`src/rtl/mem_arbiter_if.sv`:
```
// Requester-side bus of the memory arbiter: active-low csn/wen request plus a
// one-cycle rdy completion strobe with registered read data.
interface mem_arbiter_if #(
    parameter int unsigned DATA_WIDTH = 32
);
    logic [DATA_WIDTH-1:0] address;
    logic [DATA_WIDTH-1:0] w;
    logic                  csn;
    logic                  wen;
    logic [DATA_WIDTH-1:0] r;
    logic                  rdy;

    modport master (
        output address, w, csn, wen,
        input  r, rdy
    );

    modport slave (
        input  address, w, csn, wen,
        output r, rdy
    );
endinterface

```
`src/rtl/mem_arbiter.sv`:
```
// Round-robin arbiter sharing one single-port synchronous SRAM between the
// instruction and data requesters; one access in flight, fully registered outputs.
module mem_arbiter #(
    parameter int unsigned DATA_WIDTH  = 32,
    parameter int unsigned MEM_LATENCY = 1
) (
    input  logic                  clk,
    input  logic                  rst,
    mem_arbiter_if.slave          inst,
    mem_arbiter_if.slave          data,
    output logic [DATA_WIDTH-1:0] mem_address,
    output logic [DATA_WIDTH-1:0] mem_w,
    output logic                  mem_csn,
    output logic                  mem_wen,
    input  logic [DATA_WIDTH-1:0] mem_r,
    output logic                  busy
);
    typedef enum logic [1:0] {IDLE, ISSUE, WAIT, RESP} state_t;
    typedef enum logic {GNT_INST, GNT_DATA} grant_t;

    localparam logic [3:0] CNT_LOAD = 4'(MEM_LATENCY - 1);

    state_t     state;
    grant_t     grant;
    grant_t     last_grant;
    grant_t     pick;
    logic [3:0] count;

    // On a tie the requester not served last wins.
    always_comb begin
        pick = GNT_INST;
        if (!inst.csn && !data.csn)
            pick = (last_grant == GNT_INST) ? GNT_DATA : GNT_INST;
        else if (!data.csn)
            pick = GNT_DATA;
    end

    // The mem_* registers double as the request latches; they hold outside ISSUE.
    always_ff @(posedge clk or negedge rst) begin
        if (!rst) begin
            state       <= IDLE;
            grant       <= GNT_INST;
            last_grant  <= GNT_INST;
            count       <= '0;
            mem_address <= '0;
            mem_w       <= '0;
            mem_csn     <= 1'b1;
            mem_wen     <= 1'b1;
            inst.r      <= '0;
            data.r      <= '0;
            inst.rdy    <= 1'b0;
            data.rdy    <= 1'b0;
            busy        <= 1'b0;
        end else begin
            case (state)
                IDLE: begin
                    if (!inst.csn || !data.csn) begin
                        grant   <= pick;
                        state   <= ISSUE;
                        busy    <= 1'b1;
                        mem_csn <= 1'b0;
                        if (pick == GNT_DATA) begin
                            mem_address <= data.address;
                            mem_w       <= data.w;
                            mem_wen     <= data.wen;
                        end else begin
                            mem_address <= inst.address;
                            mem_w       <= inst.w;
                            mem_wen     <= inst.wen;
                        end
                    end
                end
                ISSUE: begin
                    mem_csn <= 1'b1;
                    mem_wen <= 1'b1;
                    count   <= CNT_LOAD;
                    state   <= WAIT;
                end
                WAIT: begin
                    if (count == '0) begin
                        if (grant == GNT_DATA) begin
                            data.r   <= mem_r;
                            data.rdy <= 1'b1;
                        end else begin
                            inst.r   <= mem_r;
                            inst.rdy <= 1'b1;
                        end
                        state <= RESP;
                    end else begin
                        count <= count - 4'd1;
                    end
                end
                RESP: begin
                    inst.rdy   <= 1'b0;
                    data.rdy   <= 1'b0;
                    last_grant <= grant;
                    busy       <= 1'b0;
                    state      <= IDLE;
                end
                default: state <= IDLE;
            endcase
        end
    end
endmodule

```
`src/flat_wrapper.sv`:
```
// flat-port wrapper written by rule: the top's interface ports become plain ports
module mem_arbiter_flat 
#(
    parameter int unsigned DATA_WIDTH  = 32,
    parameter int unsigned MEM_LATENCY = 1
)
  (clk, rst, mem_address, mem_w, mem_csn, mem_wen, mem_r, busy, inst_address, inst_w, inst_csn, inst_wen, inst_r, inst_rdy, data_address, data_w, data_csn, data_wen, data_r, data_rdy);
  mem_arbiter_if #(.DATA_WIDTH(DATA_WIDTH)) inst_i ();
  mem_arbiter_if #(.DATA_WIDTH(DATA_WIDTH)) data_i ();
  input  logic clk;
  input  logic rst;
  output logic [DATA_WIDTH-1:0] mem_address;
  output logic [DATA_WIDTH-1:0] mem_w;
  output logic mem_csn;
  output logic mem_wen;
  input  logic [DATA_WIDTH-1:0] mem_r;
  output logic busy;
  input wire logic [$bits(inst_i.address)-1:0] inst_address;
  input wire logic [$bits(inst_i.w)-1:0] inst_w;
  input wire logic [$bits(inst_i.csn)-1:0] inst_csn;
  input wire logic [$bits(inst_i.wen)-1:0] inst_wen;
  output wire logic [$bits(inst_i.r)-1:0] inst_r;
  output wire logic [$bits(inst_i.rdy)-1:0] inst_rdy;
  input wire logic [$bits(data_i.address)-1:0] data_address;
  input wire logic [$bits(data_i.w)-1:0] data_w;
  input wire logic [$bits(data_i.csn)-1:0] data_csn;
  input wire logic [$bits(data_i.wen)-1:0] data_wen;
  output wire logic [$bits(data_i.r)-1:0] data_r;
  output wire logic [$bits(data_i.rdy)-1:0] data_rdy;
  assign inst_i.address = inst_address;
  assign inst_i.w = inst_w;
  assign inst_i.csn = inst_csn;
  assign inst_i.wen = inst_wen;
  assign inst_r = inst_i.r;
  assign inst_rdy = inst_i.rdy;
  assign data_i.address = data_address;
  assign data_i.w = data_w;
  assign data_i.csn = data_csn;
  assign data_i.wen = data_wen;
  assign data_r = data_i.r;
  assign data_rdy = data_i.rdy;
  mem_arbiter #(.DATA_WIDTH(DATA_WIDTH), .MEM_LATENCY(MEM_LATENCY)) u_core (.clk(clk), .rst(rst), .inst(inst_i), .data(data_i), .mem_address(mem_address), .mem_w(mem_w), .mem_csn(mem_csn), .mem_wen(mem_wen), .mem_r(mem_r), .busy(busy));
endmodule
```
`config.mk`:
```
export PLATFORM = sky130hd
export DESIGN_NAME = mem_arbiter_flat
export DESIGN_NICKNAME = d
export VERILOG_FILES = /design/src/rtl/mem_arbiter_if.sv /design/src/rtl/mem_arbiter.sv /design/src/flat_wrapper.sv
export SDC_FILE = /design/constraint.sdc
export NUM_CORES = 1
export LEC_CHECK = 0
export ABC_CLOCK_PERIOD_IN_PS = 3550
export CORE_MARGIN = 3
export CORE_UTILIZATION = 45
export DETAILED_ROUTE_END_ITERATION = 12
export MAX_ROUTING_LAYER = met4
export PLACE_DENSITY = 0.86
export SYNTH_ARGS = -nofsm -noshare
export SYNTH_HDL_FRONTEND = slang
export SYNTH_SLANG_ARGS = --single-unit
```
`constraint.sdc`:
```
create_clock -name clk -period 3.55 [get_ports clk]
set_clock_uncertainty 0.2 [all_clocks]
set_input_delay 0.355 -clock clk [delete_from_list [all_inputs] [get_ports clk]]
set_output_delay 0.355 -clock clk [all_outputs]
set_load 0.02 [all_outputs]
```
==> impl_metrics.json, run 1 <==
{
  "r2r_start": "u_core.count[0]",
  "finalSetupViolCount": 0,
  "drt_iter0_markers": 422,
  "intPower_mw": 6.30,
  "yosysMostFrequentCell": "dfrtp_1",
  "core_area_mm2": 0.0140,
  "dpl_cell_area_mm2": 0.00956,
  "leakagePower_nw": 4.30,
  "cts_tree": "done",
  "syn_area_mm2": 0.00651,
  "routedWlPerCell_um": 21.7,
  "routed_via_density": 5.64,
  "synth_top_area_share_pct": 53.5,
  "tightest_slew_ns": 1.08,
  "cts_resized": 0,
  "synthesis.nets": 743,
  "synth_area_leaders": "dfrtp_1, mux2_4, a31oi_1",
  "syn_inst": 571,
  "drv_cap": 0,
  "yosys-top-cells-count": "dfrtp_1, a21oi_1, o21ai_0",
  "synth_cell_types": 39,
  "finalHoldViolations": 0,
  "die_h_um": 126,
  "seqPwrFrac_pct": 29.1,
  "outcome": "complete, no violations",
  "h-tree-depth": 4,
  "ys_ff_latch": 141,
  "critical_path_class": "reg -> reg",
  "synth-edff-count": 0,
  "port_buffers": 298,
  "yosysWarnings": 0,
  "min_from": "data_csn",
  "synthArstFlopShare_pct": 100,
  "cts.clk_slew.worst_paths_ns": 0.07,
  "antenna_cells": 0,
  "ant_nets": 0,
  "fin_nets": 1024,
  "rsz0062_at_grt": "false",
  "crit_fanout": 21,
  "r2r-end": "u_core.data.r[6]",
  "reg2regPathDepth": 6,
  "num_rows": 43,
  "sw_frac_of_total_pct": 37.8,
  "ys_seq_area_share_pct": 54.3,
  "setup_tns_ns": 0,
  "layout-drive-gt1-share_pct": 14.2,
  "grt_pass1_wl_um": 35500,
  "die-width_um": 126,
  "route.detailed.drc": 0,
  "required_ns": 3.66,
  "grt_usage_pct": 29.5,
  "r2r_setup_slack_ns": 0.84,
  "cts_buffer_depth": 2,
  "numCtsBuffers": 17,
  "root_buffer": "clkbuf_16",
  "clock.fmax_mhz": 369,
  "min_path_cells": 3,
  "place_congestion": 0.836,
  "drt_first_pass_iters": 5,
  "crit_buf_inv": 2,
  "grt_pass1_vias": 6135,
  "power_density_mw_per_mm2": 992,
  "cp-start-kind": "flop",
  "worstPathArrival_ns": 2.82,
  "start_util_pct": 46.5,
  "slowest_delay_ns": 0.66,
  "pwr-share-clk_pct": 19.3,
  "post-synth-top-area-cell": "dfrtp_1",
  "final_area_mm2": 0.0102,
  "switchingPower_mw": 3.83,
  "path_cells": "inv_1 -> ha_1 -> nor3b_2 -> nand3_2 -> buf_4 -> mux2_4",
  "grt_max_degree": 120,
  "syn-mean-instance-area_um2": 11.4,
  "ioPinCount": 299,
  "slowest_stage": "nand3_2",
  "clock_latency_ns": 0.42,
  "fin_crit_ns": 2.71,
  "holdPathEnd": "u_core.busy",
  "synth_ff_type": "dfrtp_1",
  "comb_power_share_pct": 51.6,
  "slew_viol_final": 0,
  "grt_antenna_before_repair": 0,
  "num_vias": 5891,
  "hp-class": "in -> reg",
  "post-route-period-util_pct": 76.4,
  "slew_headroom_pct": 27.7,
  "endpoint_kind": "flop",
  "dp_hpwl_um": 15000,
  "peakVddDrop_v": 0.000568,
  "cp_top_family": "simple AND/OR/NAND/NOR gates",
  "totalWireLength_um": 22700,
  "syn_to_final_growth_pct": 57.1,
  "grt_overflow": 0,
  "cts_sinks": 141,
  "dieArea_mm2": 0.0159
}
## worst register-to-register path, delay by kind of cell (launching register included)
kind | cells | cell delay [ns]
simple gates | 2 | 0.95
buf+inv | 2 | 0.56
fa+ha+maj | 1 | 0.19
mux | 1 | 0.33
flops | 1 | 0.37
## worst max-delay path by stage
stage | from | slack [ns] | cells past startpoint | endpoint
6_report | u_core.count[0] | 0.84 | 6 | u_core.data.r[6]
5_1_grt | u_core.count[0] | 0.71 | 6 | u_core.data.r[6]
3_3_place_gp | u_core.count[0] | 1.0 | 6 | u_core.data.r[7]
2_1_floorplan | u_core.count[0] | 1.62 | 7 | u_core.inst.r[10]
4_1_cts | u_core.count[0] | 0.89 | 6 | u_core.data.r[2]
3_5_place_dp | u_core.count[0] | 0.93 | 6 | u_core.data.r[2]
## power by group through the flow
stage,clock [mW],sequential [mW],combinational [mW]
final,1.96,2.95,5.23
after global routing,2.05,3.04,5.54
after CTS,1.96,2.93,5.24
after detailed placement,0,2.94,5.17
after global placement,0,2.89,5.06
after floorplan,0,3.81,2.00
## layer usage
| metal | track usage [%] | routed length, µm | vias up |
|---|---|---|---|
| li1 | - | - | 2622 |
| met1 | 35.5 | 8930 | 2900 |
| met2 | 48.5 | 11200 | 327 |
| met3 | 8.65 | 1960 | 42 |
| met4 | 8.96 | 546 | 0 |
| met5 | - | 0 | - |
## through the flow
stage / total power [mW] / hold WS [ns] / std cells / setup slack [ns] / utilization [%]
2_1_floorplan: 5.82 / -0.141 / 571 / 1.62 / -
3_3_place_gp: 7.95 / 0.291 / 1012 / 0.996 / 68.4
3_5_place_dp: 8.11 / 0.291 / 1012 / 0.928 / 68.4
4_1_cts: 10.1 / 0.134 / 1045 / 0.888 / 73.1
5_1_grt: 10.6 / 0.162 / 1045 / 0.710 / 73.1
6_report: 10.1 / 0.142 / 1045 / 0.838 / 73.1
## cells by family (layout without fill, tap and decap cells)
kind of cell	after synthesis	after routing	share of synthesized area, %
AOI/OAI and AO/OA	211	211	18.1
adders and majority gates	6	6	1.15
buffers and inverters	58	352	5.54
DFF	141	141	54.3
muxes	66	66	14.9
and+or+nand+nor	89	89	6.06
## placed cells by master (no fill, tap or decap), types with 2 or more instances in the layout
| master | count |
|---|---|
| nand2_1 | 4 |
| inv_1 | 6 |
| a31oi_1 | 64 |
| dfstp_2 | 2 |
| mux2_2 | 5 |
| clkbuf_16 | 17 |
| nor3b_1 | 2 |
| o21ai_0 | 68 |
| inv_6 | 4 |
| ha_1 | 6 |
| buf_12 | 5 |
| buf_4 | 9 |
| nor3_1 | 2 |
| nor2_1 | 66 |
| mux2_4 | 60 |
| dfrtp_1 | 139 |
| clkdlybuf4s50_1 | 296 |
| clkbuf_8 | 3 |
| nand3_1 | 3 |
| a21oi_1 | 69 |
| bufinv_16 | 4 |
## what timing repair did
item,4_1_cts,5_1_grt
hold buffers,1,0
buffers inserted,0,0
hold endpoints to repair,115,0
## area by class of cell
class | count | area (µm²)
fill | 903 | 3770
tap | 180 | 225
inverter | 7 | 26.3
timing repair buffer | 313 | 3160
sequential | 141 | 3530
clock inverter | 11 | 176
clock buffer | 21 | 470
multi-input combinational | 372 | 2630
## state kept, by name (all words and copies together) (netlist names)
name / count
u_core.inst.r: 32
u_core.mem_csn: 1
u_core.data.rdy: 1
u_core.data.r: 32
u_core.mem_w: 32
u_core.mem_address: 32
u_core.busy: 1
u_core.state: 2
u_core.mem_wen: 1
u_core.last_grant: 1
u_core.count: 4
u_core.grant: 1
u_core.inst.rdy: 1
Power figures use the tool's default switching activity.
==> inputs of run 2 (changes only) <==
--- a/config.mk
+++ b/config.mk
@@ -5,12 +5,12 @@
 export SDC_FILE = /design/constraint.sdc
 export NUM_CORES = 1
 export LEC_CHECK = 0
-export ABC_CLOCK_PERIOD_IN_PS = 3550
+export ABC_CLOCK_PERIOD_IN_PS = 2200
 export CORE_MARGIN = 3
-export CORE_UTILIZATION = 45
+export CORE_UTILIZATION = 38
 export DETAILED_ROUTE_END_ITERATION = 12
 export MAX_ROUTING_LAYER = met4
-export PLACE_DENSITY = 0.86
+export PLACE_DENSITY = 0.78
 export SYNTH_ARGS = -nofsm -noshare
 export SYNTH_HDL_FRONTEND = slang
 export SYNTH_SLANG_ARGS = --single-unit
==> constraint.sdc (replaced) <==
create_clock -name clk -period 2.2 [get_ports clk]
set_clock_uncertainty 0.2 [all_clocks]
set_input_delay 0.22 -clock clk [delete_from_list [all_inputs] [get_ports clk]]
set_output_delay 0.22 -clock clk [all_outputs]
set_load 0.02 [all_outputs]
==> impl_metrics.json, run 2 (synthesis results as in run 1) <==
{
  "fin_nets": 1034,
  "port_buffers": 298,
  "grt_overflow": 0,
  "fin_util_pct": 62.1,
  "cts_sinks": 141,
  "final_area_mm2": 0.0103,
  "grt_antenna_before_repair": 0,
  "grt_pass1_vias": 5803,
  "tightest_slew_ns": 0.519,
  "finalPower_mw": 15.8,
  "clock_latency_ns": 0.41,
  "h-tree-depth": 4,
  "start_util_pct": 39.1,
  "finalHoldViolations": 0,
  "crit_fanout": 32,
  "final_common_cell": "clkdlybuf4s50_1",
  "r2r_setup_slack_ns": 0.16,
  "post-cts-setup-buffers": 0,
  "leakagePower_nw": 4.33,
  "peakVddDrop_v": 0.000739,
  "endpoint_kind": "flop",
  "final_cell_mix": "clkdlybuf4s50_1, dfrtp_1, a21oi_1",
  "hp-class": "in -> async",
  "outcome": "complete, no violations",
  "setup_tns_ns": 0,
  "dieArea_mm2": 0.0187,
  "dpl_cell_area_mm2": 0.00974,
  "antenna_cells": 0,
  "ioPinCount": 299,
  "routedWlPerCell_um": 18.7,
  "routed_via_density": 5.23,
  "r2r-end": "u_core.inst.r[31]",
  "rsz0062_at_grt": "false",
  "place_congestion": 0.810,
  "ant_nets": 0,
  "power_density_mw_per_mm2": 1530,
  "grt_max_degree": 68,
  "drt_first_pass_iters": 7,
  "totalWireLength_um": 20500,
  "drt_iter0_markers": 232,
  "cts_buffer_depth": 2,
  "reg2regPathDepth": 5,
  "cp-start-kind": "flop",
  "grt_pass1_wl_um": 31200,
  "cts.clk_slew.worst_paths_ns": 0.07,
  "slew_headroom_pct": 65.4,
  "die_h_um": 137,
  "critical_path_class": "reg -> reg",
  "numCtsBuffers": 17,
  "worstPathArrival_ns": 2.14,
  "root_buffer": "clkbuf_16",
  "n_fill_cell": 1348,
  "fin_crit_ns": 2.04,
  "core_area_mm2": 0.0166,
  "slew_viol_final": 0,
  "num_rows": 47,
  "cts_tree": "done",
  "clock.fmax_mhz": 491,
  "finalSetupViolCount": 0,
  "die-width_um": 137,
  "grt_usage_pct": 21.9,
  "r2r_start": "u_core.state[0]",
  "post-route-period-util_pct": 92.7,
  "num_vias": 5723,
  "drv_cap": 0,
  "required_ns": 2.30,
  "dp_hpwl_um": 14700,
  "layout-drive-gt1-share_pct": 15.3,
  "syn_to_final_growth_pct": 58.8,
  "route.detailed.drc": 0
}
[run 2: changes by cell type in the layout (fill, tap and decap cells not counted), sizes merged]
cell / delta
buf: +10
bufinv: -4
clkbuf: -4
clkinv: +4
inv: +3
clkinvlp: +1
[run 2: per-layer routing]
layer / vias up / routed length (µm) / track usage (%)
li1: 2652 / - / -
met1: 2768 / 8160 / 26.4
met2: 275 / 10000 / 35.7
met3: 28 / 1980 / 6.84
met4: 0 / 312 / 6.32
met5: - / 0 / -
[run 2: worst max path at each step]
stage,start,endpoint,slack [ns],cells after the start
after global placement,inst_csn,u_core.mem_address[9],0.22,6
after floorplan,u_core.count[0],u_core.inst.r[10],0.27,7
after global routing,u_core.count[0],u_core.inst.r[31],0.08,6
after CTS,u_core.state[0],u_core.mem_address[21],0.12,6
after detailed placement,u_core.state[0],u_core.mem_address[21],0.19,6
final,u_core.state[0],u_core.inst.r[31],0.16,5
[run 2: through the flow]
step	cells	setup slack (ns)	hold WS, ns
6_report	1095	0.162	0.0695
5_1_grt	1095	0.0847	0.0860
4_1_cts	1095	0.123	0.0594
3_5_place_dp	1062	0.190	-0.0626
3_3_place_gp	1062	0.218	-0.0615
2_1_floorplan	571	0.268	-0.276
[run 2: what timing repair did]
action / 4_1_cts / 5_1_grt
endpoints found under the hold margin: 139 / 0
gates resized for setup: 0 / 1
hold buffers: 1 / 0
endpoints found under the setup margin: 0 / 2
[run 2: area by class of cell]
type                            count  area, µm²  area share (%)
Clock inverter                     15        151            1.47
Tap cell                          220        275            2.66
Timing Repair Buffer              323       3280            31.8
Sequential cell                   141       3530            34.2
Multi-Input combinational cell    372       2640            25.6
Inverter                            7       26.3           0.254
Clock buffer                       17        425            4.12
[run 2: report_power, final]
group	switching [mW]	internal [mW]	total [mW]
sequential	0.772	3.92	4.69
clock	1.28	1.50	2.79
combinational	4.05	4.31	8.36
total	6.10	9.73	15.8
[run 2: worst max-delay path, stage by stage, from the launching register on]
cell,delay (ns)
dfrtp_1,0.41
inv_1,0.12
ha_1,0.30
and3_2,0.25
buf_12,0.24
mux2_2,0.37
==> inputs of run 3 (changes only) <==
--- a/config.mk
+++ b/config.mk
@@ -14,3 +14,4 @@
 export SYNTH_ARGS = -nofsm -noshare
 export SYNTH_HDL_FRONTEND = slang
 export SYNTH_SLANG_ARGS = --single-unit
+export TNS_END_PERCENT = 1
==> results of run 3 <==
The final DEF is identical to that of run 2; final timing and power are the same.
==> RTL edit (flow settings as in run 2) <==
`DATA_WIDTH` is set to 32 in 3 places; all go to 36.
--- a/src/rtl/mem_arbiter_if.sv
+++ b/src/rtl/mem_arbiter_if.sv
@@ -1,7 +1,7 @@
 // Requester-side bus of the memory arbiter: active-low csn/wen request plus a
 // one-cycle rdy completion strobe with registered read data.
 interface mem_arbiter_if #(
-    parameter int unsigned DATA_WIDTH = 32
+    parameter int unsigned DATA_WIDTH = 36
 );
     logic [DATA_WIDTH-1:0] address;
     logic [DATA_WIDTH-1:0] w;
--- a/src/rtl/mem_arbiter.sv
+++ b/src/rtl/mem_arbiter.sv
@@ -1,7 +1,7 @@
 // Round-robin arbiter sharing one single-port synchronous SRAM between the
 // instruction and data requesters; one access in flight, fully registered outputs.
 module mem_arbiter #(
-    parameter int unsigned DATA_WIDTH  = 32,
+    parameter int unsigned DATA_WIDTH  = 36,
     parameter int unsigned MEM_LATENCY = 1
 ) (
     input  logic                  clk,
--- a/src/flat_wrapper.sv
+++ b/src/flat_wrapper.sv
@@ -1,7 +1,7 @@
 // flat-port wrapper written by rule: the top's interface ports become plain ports
 module mem_arbiter_flat 
 #(
-    parameter int unsigned DATA_WIDTH  = 32,
+    parameter int unsigned DATA_WIDTH  = 36,
     parameter int unsigned MEM_LATENCY = 1
 )
   (clk, rst, mem_address, mem_w, mem_csn, mem_wen, mem_r, busy, inst_address, inst_w, inst_csn, inst_wen, inst_r, inst_rdy, data_address, data_w, data_csn, data_wen, data_r, data_rdy);
Ports: changed (9 resized); port bits go from 299 to 335. The function was not compared with the original's and may differ.
==> RTL edit against run 2 <==
- first-iteration DRC count up 69%
- sequential cell count up 16
- sequential power rose by 11%
- total power rose by 11%
- wire length grew 14%
- worst setup slack worse by 47 ps
- final area grew 10%
- synthesized area rose by 8.4%
- critical endpoint is now u_core.inst.r[3]
- largest power group unchanged
- highest routed layer unchanged
==> RTL edit: results (changes against run 2) <==
[run_status]
status=finished clean  ; unchanged

[worst_setup_path]
cp_data_arrival_time_ps=2190  ; was 2140 ps
worst_path_largest_cell_delay_ps=380  ; was 410 ps
crit_family=simple AND/OR/NAND/NOR gates  ; was flip-flops
cp_max_fo=14  ; was 32
crit_slowest_cell=dfrtp_1  ; unchanged

[clock_network]
clk_pin_slew_ps=70  ; about the same
cts_inserted_buffers=17  ; unchanged
ctsHtreeMaxLevel=4  ; unchanged
cts_root_buf=clkbuf_16  ; unchanged
postCtsSetupBuffers=0  ; unchanged
clk_latency_ps=420
cts_buffer_depth=2  ; unchanged

[yosys]
yosysWarnings=0  ; unchanged
synthDistinctLibCells=40  ; was 39
ys_top_cells_by_count=155 x dfrtp_1, 77 x a21oi_1, 76 x o21ai_0  ; was 139 x dfrtp_1, 69 x a21oi_1, 68 x o21ai_0
synth_area_leaders=dfrtp_1 55%, mux2_2 7.0%, a31oi_1 6.4%  ; was dfrtp_1 53%, mux2_4 14%, a31oi_1 6.2%
yosysSeqAreaShare_pct=55.7  ; was 54.3%
synth_area_per_cell_um2=11.1  ; was 11.4 um^2
syn-num-nets=825  ; was 743
synth-async-reset-ratio_pct=100  ; unchanged

[power]
p_sw_mw=6.68  ; was 6.10 mW
vdd_ir_drop_max_mv=0.594  ; was 0.739 mV
leakagePower_nw=4.63  ; was 4.33 nW

[final_layout]
layout-drive-gt1-share_pct=14.5  ; was 15.3%
nNetsFinal=1144  ; was 1034
fill_cells=1430  ; was 1348

[placement]
gp_congestion=0.790  ; was 0.810
portBuffers=334  ; was 298
hpwl_um=16500  ; was 14700 um
dpl_worst_slack_ps=159  ; was 190 ps

[route]
viasPerCell=5.34  ; was 5.23
vias=6377  ; was 5723
dr.first_iter.drc_count=391  ; was 232
drtPass1Iterations=6  ; was 7
wirelength_um=23300  ; was 20500 um

[grt]
grt_max_degree=75  ; was 68
grt_pass1_vias=6302  ; was 5803
antenna_found_initial=1  ; was 0
grt_first_pass_wirelength_um=34700  ; was 31200 um
grt_util_all_layers_pct=22.6  ; was 21.9%

[sta]
setup_ws_ps=115  ; was 162 ps
slew_headroom_pct=67.8  ; was 65.4%

[worst_hold_path]
min_path_type=primary input to register  ; was primary input to async pin

-- RTL edit: kinds of logic (layout without fill, tap and decap cells) --
kind of cell	after synthesis	after routing	synth area share [%]
muxes	74	74	13.4
AOI/OAI and AO/OA	235	235	18.5
and+or+nand+nor	97	97	6.28
adders and majority gates	6	6	1.06
other	0	1	0
DFF	157	157	55.7
buffers and inverters	64	396	5.02
-- RTL edit: timing repair --
action,4_1_cts,5_1_grt
gates resized for setup,0,0
hold endpoints to repair,155,0
hold buffers,1,0
-- RTL edit: worst reg2reg max path: stages (launching register included) --
cell	delay, ps
dfrtp_1	380
inv_1	90
ha_1	220
nor3b_4	220
and3_4	310
buf_12	190
mux2_2	350
-- RTL edit: worst paths after layout --
kind,startpoint,to,slack [ps],cells after the start
worst max-delay path,u_core.count[0],u_core.inst.r[3],110,6
worst min-delay path,data_csn,u_core.busy,60,3
worst min register to register,u_core.data.r[24],u_core.data.r[24],310,1
worst max register to register,u_core.count[0],u_core.inst.r[3],110,6
max in group asynchronous,rst,u_core.mem_csn,970,3
min in group asynchronous,rst,u_core.data.r[3],110,2
-- RTL edit: layout make-up --
| class | instances | share of cell area (%) |
|---|---|---|
| Antenna cell | 1 | 0.0220 |
| Clock buffer | 18 | 3.86 |
| Clock inverter | 14 | 1.98 |
| Inverter | 7 | 0.231 |
| Multi-Input combinational cell | 412 | 24.5 |
| Sequential cell | 157 | 34.6 |
| Tap cell | 229 | 2.52 |
| Timing Repair Buffer | 357 | 32.3 |
-- RTL edit: power groups by stage --
| stage | Sequential, mW | Combinational, mW | Clock [mW] |
|---|---|---|---|
| 6_report | 5.21 | 9.12 | 3.31 |
| 5_1_grt | 5.37 | 9.66 | 3.49 |
| 4_1_cts | 5.21 | 9.19 | 3.37 |
| 3_5_place_dp | 5.24 | 9.14 | 0 |
| 3_3_place_gp | 5.18 | 8.98 | 0 |
| 2_1_floorplan | 6.85 | 3.25 | 0 |
-- RTL edit: metrics by stage --
| stage | total power [mW] | hold WS (ps) | instance area (um^2) |
|---|---|---|---|
| 3_5_place_dp | 14.4 | -6.76 | 10700 |
| 2_1_floorplan | 10.1 | -276 | 7050 |
| 6_report | 17.6 | 62.0 | 11400 |
| 5_1_grt | 18.5 | 78.3 | 11400 |
| 3_3_place_gp | 14.2 | -0.879 | 10700 |
| 4_1_cts | 17.8 | 50.6 | 11400 |
-- RTL edit: layer usage --
layer	GRT usage (%)	vias up	share of wire (%)
met5	-	-	0
met3	5.17	31	8.1
met4	6.41	0	1.3
li1	-	2928	-
met2	37.0	320	49
met1	28.2	3098	41
